<file path="config.mk">
export PLATFORM = sky130hd
export DESIGN_NAME = cmp_config_loader
export DESIGN_NICKNAME = d
export VERILOG_FILES = /design/src/rtl/cmp_config_loader.sv
export SDC_FILE = /design/constraint.sdc
export NUM_CORES = 1
export LEC_CHECK = 0
export BUFFER_PORTS_ARGS = -buffer_cell sky130_fd_sc_hd__buf_4
export CORE_MARGIN = 5
export CORE_UTILIZATION = 32
export DETAILED_ROUTE_END_ITERATION = 10
export PLACE_DENSITY = 0.58
export RECOVER_POWER = 100
export SYNTH_ARGS = -nofsm -noshare
export SYNTH_HDL_FRONTEND = slang
export SYNTH_SLANG_ARGS = --single-unit
</file>
<file path="constraint.sdc">
create_clock -name CLK -period 6.67 [get_ports CLK]
set_input_delay 0.3335 -clock CLK [delete_from_list [all_inputs] [get_ports CLK]]
set_output_delay 0.3335 -clock CLK [all_outputs]
set_load 0.03 [all_outputs]
</file>
<file path="src/rtl/cmp_config_loader.sv">
// Streams a length-prefixed hash list from a FWFT FIFO into comparator memory.
// Optional checksum byte before the trailer: define CMP_CONFIG_CHECKSUM_EN.
`ifndef HASH_NUM_MSB
`define HASH_NUM_MSB 8
`endif
`ifndef HASH_COUNT_MSB
`define HASH_COUNT_MSB 9
`endif

module cmp_config_loader (
    input  logic                      CLK,
    input  logic                      RST,
    input  logic [7:0]                din,
    input  logic                      empty,
    output logic                      rd_en,
    input  logic                      cmp_busy,
    output logic [7:0]                dout,
    output logic                      wr_en,
    output logic [`HASH_NUM_MSB+2:0]  wr_addr,
    output logic [`HASH_COUNT_MSB:0]  hash_count,
    output logic                      config_valid,
    output logic                      error
);

    typedef enum logic [2:0] {
        COUNT_LO,
        COUNT_HI,
        DATA,
`ifdef CMP_CONFIG_CHECKSUM_EN
        CSUM,
`endif
        TRAILER
    } state_t;

    state_t state, next_state;

    logic [7:0]               count_lo;
    logic [`HASH_COUNT_MSB:0] count_reg;
    logic [`HASH_NUM_MSB+2:0] byte_cnt;
    logic [15:0]              full_count;
    logic                     count_bad;
    logic                     last_byte;
    logic                     consume;

    assign consume    = !empty && !cmp_busy && !RST;
    assign full_count = {din, count_lo};
    assign count_bad  = (full_count == 16'd0) || (full_count > 16'd512);
    // Compare in one extra bit so count*4 = 2048 is representable.
    assign last_byte  = ({1'b0, byte_cnt} == ({count_reg, 2'b00} - 12'd1));

`ifdef CMP_CONFIG_CHECKSUM_EN
    logic [7:0] csum;
    logic       csum_ok;
    assign csum_ok = (din == csum);
`endif

    always_ff @(posedge CLK or posedge RST) begin
        if (RST) begin
            state <= COUNT_LO;
        end else begin
            state <= next_state;
        end
    end

    always_comb begin
        next_state = state;
        case (state)
            COUNT_LO: if (consume) next_state = COUNT_HI;
            COUNT_HI: if (consume) next_state = count_bad ? COUNT_LO : DATA;
            DATA: begin
                if (consume && last_byte) begin
`ifdef CMP_CONFIG_CHECKSUM_EN
                    next_state = CSUM;
`else
                    next_state = TRAILER;
`endif
                end
            end
`ifdef CMP_CONFIG_CHECKSUM_EN
            CSUM:     if (consume) next_state = csum_ok ? TRAILER : COUNT_LO;
`endif
            TRAILER:  if (consume) next_state = COUNT_LO;
            default:  next_state = COUNT_LO;
        endcase
    end

    always_comb begin
        rd_en   = consume;
        wr_en   = consume && (state == DATA);
        dout    = din;
        wr_addr = byte_cnt;
    end

    // Datapath: count capture, write address, and status flags.
    always_ff @(posedge CLK or posedge RST) begin
        if (RST) begin
            count_lo     <= '0;
            count_reg    <= '0;
            byte_cnt     <= '0;
            hash_count   <= '0;
            config_valid <= 1'b0;
            error        <= 1'b0;
`ifdef CMP_CONFIG_CHECKSUM_EN
            csum         <= '0;
`endif
        end else if (consume) begin
            case (state)
                COUNT_LO: begin
                    count_lo     <= din;
                    config_valid <= 1'b0;
                    error        <= 1'b0;
`ifdef CMP_CONFIG_CHECKSUM_EN
                    csum         <= din;
`endif
                end
                COUNT_HI: begin
                    count_reg <= full_count[`HASH_COUNT_MSB:0];
                    byte_cnt  <= '0;
                    if (count_bad) error <= 1'b1;
`ifdef CMP_CONFIG_CHECKSUM_EN
                    csum      <= csum ^ din;
`endif
                end
                DATA: begin
                    if (!last_byte) byte_cnt <= byte_cnt + 1'b1;
`ifdef CMP_CONFIG_CHECKSUM_EN
                    csum <= csum ^ din;
`endif
                end
`ifdef CMP_CONFIG_CHECKSUM_EN
                CSUM: begin
                    if (!csum_ok) error <= 1'b1;
                end
`endif
                TRAILER: begin
                    if (din == 8'hCC) begin
                        hash_count   <= count_reg - 1'b1;
                        config_valid <= 1'b1;
                    end else begin
                        error <= 1'b1;
                    end
                end
                default: ;
            endcase
        end
    end

endmodule

</file>
==> results.txt <==
* Outcome: finished, violations left
* Violations in the final reports: max-capacitance violations, max-slew violations
- Post-CTS Setup Inserts: 0
- The worst setup path is launched from a flip-flop.
- Once the floorplan was initialized, standard cells occupied 32.6% of the core.
- After synthesis the cells add up to 2490 um^2.
- Clock skew after layout: 0.00961 ns
* Num ports: 45
- Top cells by count, synth: sky130_fd_sc_hd__dfrtp_1, sky130_fd_sc_hd__nand2_1, sky130_fd_sc_hd__nor2_1
- Summed over all nets, the switching power comes to 466 uW.
- The post-route netlist has 9.60% of its cells at a drive strength greater than 1.
- The count of endpoints failing hold in the final timing report is 0.
* Count of hold buffers inserted by post-cts repair: 0
- Post-Route WL: 5870 um
- Cells after synthesis: 273
- Routability-driven placement finished with a final weighted congestion of 0.851.
- Library cell used as clock root buffer: sky130_fd_sc_hd__clkbuf_8
- CTS max path bufs: 2
- Residual overflow from global routing: 0
- Drt first-iter violations: 81
- The tool flagged a number of max-cap violations equal to 1.
- Summed over all cells, the static leakage comes to 1.15 nW.
- Cell total after placement: 398
* Tightest slew margin relative to the limit: -54.1%
- Share of the yosys chip area belonging to registers: 43.2%
- Global-route wire length before repair: 9940 um
- The count of nets left with antenna violations once routing finished came out at 0.
- Crit path kind: flip-flop to flip-flop
- Number of diodes added for antenna fixing: 0
- Switching power as a share of total power: 44.5%
* Average wire per cell in the routed design: 14.5 um
- The number of global-route vias before repair came to 2029.
* PostCTS Resize Cnt: 0
* Largest register FFs: 11
- Post-synth EDFFs: 0
- Clock-pin slew was measured on the worst setup and hold paths at 0.08 ns.
- Final Cycle Share: 47.7%
- Clock Power Share: 14.8%
- The floorplan step defined a die boundary enclosing 9660 um^2.
- Clock tree from TritonCTS: built
- Row generation in the floorplan step produced 32 rows.
- The synthesized design spends more area on one cell type than any other, namely sky130_fd_sc_hd__dfrtp_1.
- The H-tree was split into 2 levels.
- Cell Pwr Density: 380 nW/um^2
- Worst Hold Class: input port to flip-flop
* Via count: 2010
- Number of nets in the final layout: 317
- Ys flop type: sky130_fd_sc_hd__dfrtp_1
* Setup violators final: 0
- When the netlist entered floorplanning its net count stood at 287.
* Maximum achievable frequency: 0.314 GHz
- After detailed routing, the number of vias per cell comes to 4.98.
* Library cells used by synthesis: 50
- By area the synthesized netlist is led by sky130_fd_sc_hd__dfrtp_1, sky130_fd_sc_hd__nand2_1, sky130_fd_sc_hd__a21oi_1.
* Total clock buffers created by CTS: 5
* Register bit count reported by yosys: 43
- Sequential fraction of design power: 44.7%
* Height of the die: 98.3 um
- Data on the critical path is required at its endpoint by 6.85 ns.
- The max-slew violation total from the final report came to 44.
* Total global routing track utilization: 12.5%
- Total Negative Setup Slacks: 0 ns
* Pin slew with the least headroom to its limit: 2.31 ns
- Cell internal power was estimated by the tool at 582 uW.
- After detailed routing, the number of remaining DRC violations is 0.
- The count of buffers added on input and output ports is 44.
- Average size of a mapped cell: 9.13 um^2
* Worst ir drop on vdd: 195 uV
- For the worst setup path, the data arrival time is 3.37 ns.
* HPWL Detailed: 4300 um
- CTS saw 43 sinks.
* Pin count of the biggest net entering global routing: 44
* Number of warning messages in the yosys log: 0
- Once routing completed, OpenROAD measured the worst setup slack at 3.49 ns.
- Along the worst path, the maximum fanout reaches 6.
- The finished layout holds 404 standard cells, fillers aside.
- Combinational logic burns 40.4% of the power.
- Area delta synth->final: 10.5%
- The die is 98.3 um wide.
- Fraction of registers with async set or reset after synthesis: 100%
- Post-Place Setup Slack: 3.88 ns
* Latest clock arrival within the worst-skew pair: 0.30 ns
- Initial antenna violation count: 0
* Area share of the leading cell type in the synthesized netlist: 43.2%
- Placeable core area: 7650 um^2
- Setup repair after global routing missed its margin: false
- Counting I/O delays and the setup requirement, the final critical path takes 3.18 ns.
- For this run, the detailed router's first-pass iteration total came to 5.
- STA classifies the critical path endpoint as a flip-flop.
==> per-stage QoR <==
stage	hold slack (ns)	util [%]	total power [mW]	area, um^2
after CTS	0.204	38.1	1.09	2910
after global routing	0.284	36.0	1.13	2760
final	0.284	36.0	1.05	2760
after floorplan	0.439	-	0.800	2490
after global placement	0.490	37.1	0.923	2840
after detailed placement	0.496	37.1	0.937	2840
==> critical path, stage by stage (launching register included) <==
cell and delay [ns]:
sky130_fd_sc_hd__dfrtp_1 0.44, sky130_fd_sc_hd__inv_1 0.10, sky130_fd_sc_hd__ha_1 0.22, sky130_fd_sc_hd__nor4b_1 0.64, sky130_fd_sc_hd__xor2_1 0.21, sky130_fd_sc_hd__and4b_1 0.21
sky130_fd_sc_hd__o221ai_1 0.16, sky130_fd_sc_hd__or3_1 0.52, sky130_fd_sc_hd__and3_1 0.22, sky130_fd_sc_hd__or3_1 0.36
==> final timing paths <==
kind                       slack, ns  depth (start not counted)                startpoint                        end
min reg2reg                     0.51                          2  count_reg[9]$_DFFE_PP0P_   count_reg[9]$_DFFE_PP0P_
min                             0.28                          3                    din[0]   count_reg[8]$_DFFE_PP0P_
max                             3.49                          9  count_reg[0]$_DFFE_PP0P_     wr_addr[2]$_DFFE_PP0P_
max reg2reg                     3.49                          9  count_reg[0]$_DFFE_PP0P_     wr_addr[2]$_DFFE_PP0P_
min in group asynchronous       0.89                          3                       RST          error$_DFFE_PP0P_
max in group asynchronous       4.46                          3                       RST  hash_count[4]$_DFFE_PP0P_
==> layer usage <==
metal  wire (um)  GRT usage, %  part of all wire [%]  vias to the layer above
met5           0             0                     0                        -
met4          40          2.21                  0.68                        0
met3         303          3.57                   5.2                        4
met2        2640          19.6                    45                       53
met1        2890          17.4                    49                      957
li1            -             -                     -                      996
==> power groups by stage <==
stage | Clock (mW) | Sequential [mW] | Combinational [mW]
2_1_floorplan | 0 | 0.454 | 0.346
3_3_place_gp | 0 | 0.473 | 0.449
3_5_place_dp | 0 | 0.479 | 0.458
4_1_cts | 0.160 | 0.474 | 0.460
5_1_grt | 0.172 | 0.487 | 0.469
6_report | 0.156 | 0.469 | 0.424
==> logic make-up (layout without fill, tap and decap cells) <==
kind of cell / after synthesis / after routing / share of synthesized area [%]
mux: 13 / 13 / 5.62
buf+inv: 31 / 60 / 6.42
xor+xnor: 16 / 16 / 6.17
fa+ha+maj: 2 / 2 / 1.00
compound gates: 39 / 39 / 10.2
simple gates: 129 / 129 / 27.4
flops: 43 / 43 / 43.2
==> layout make-up <==
class | instances | area (um^2)
flip-flops and latches | 43 | 1080
well taps | 102 | 128
inverters | 7 | 26.3
repair buffers | 47 | 221
multi-input cells | 199 | 1230
clock buffers | 6 | 72.6
fillers | 860 | 4890
==> layout by cell type, fill, tap and decap left out, drive strengths merged, types with 8 or more instances in the layout <==
cell type,n
nand3,10
nand2,43
nor2,23
clkbuf,43
or3,8
buf,10
mux2,8
nor3,8
xnor2,9
dfrtp,43
a21oi,19
Note: power is estimated with default switching activity, not from simulation.
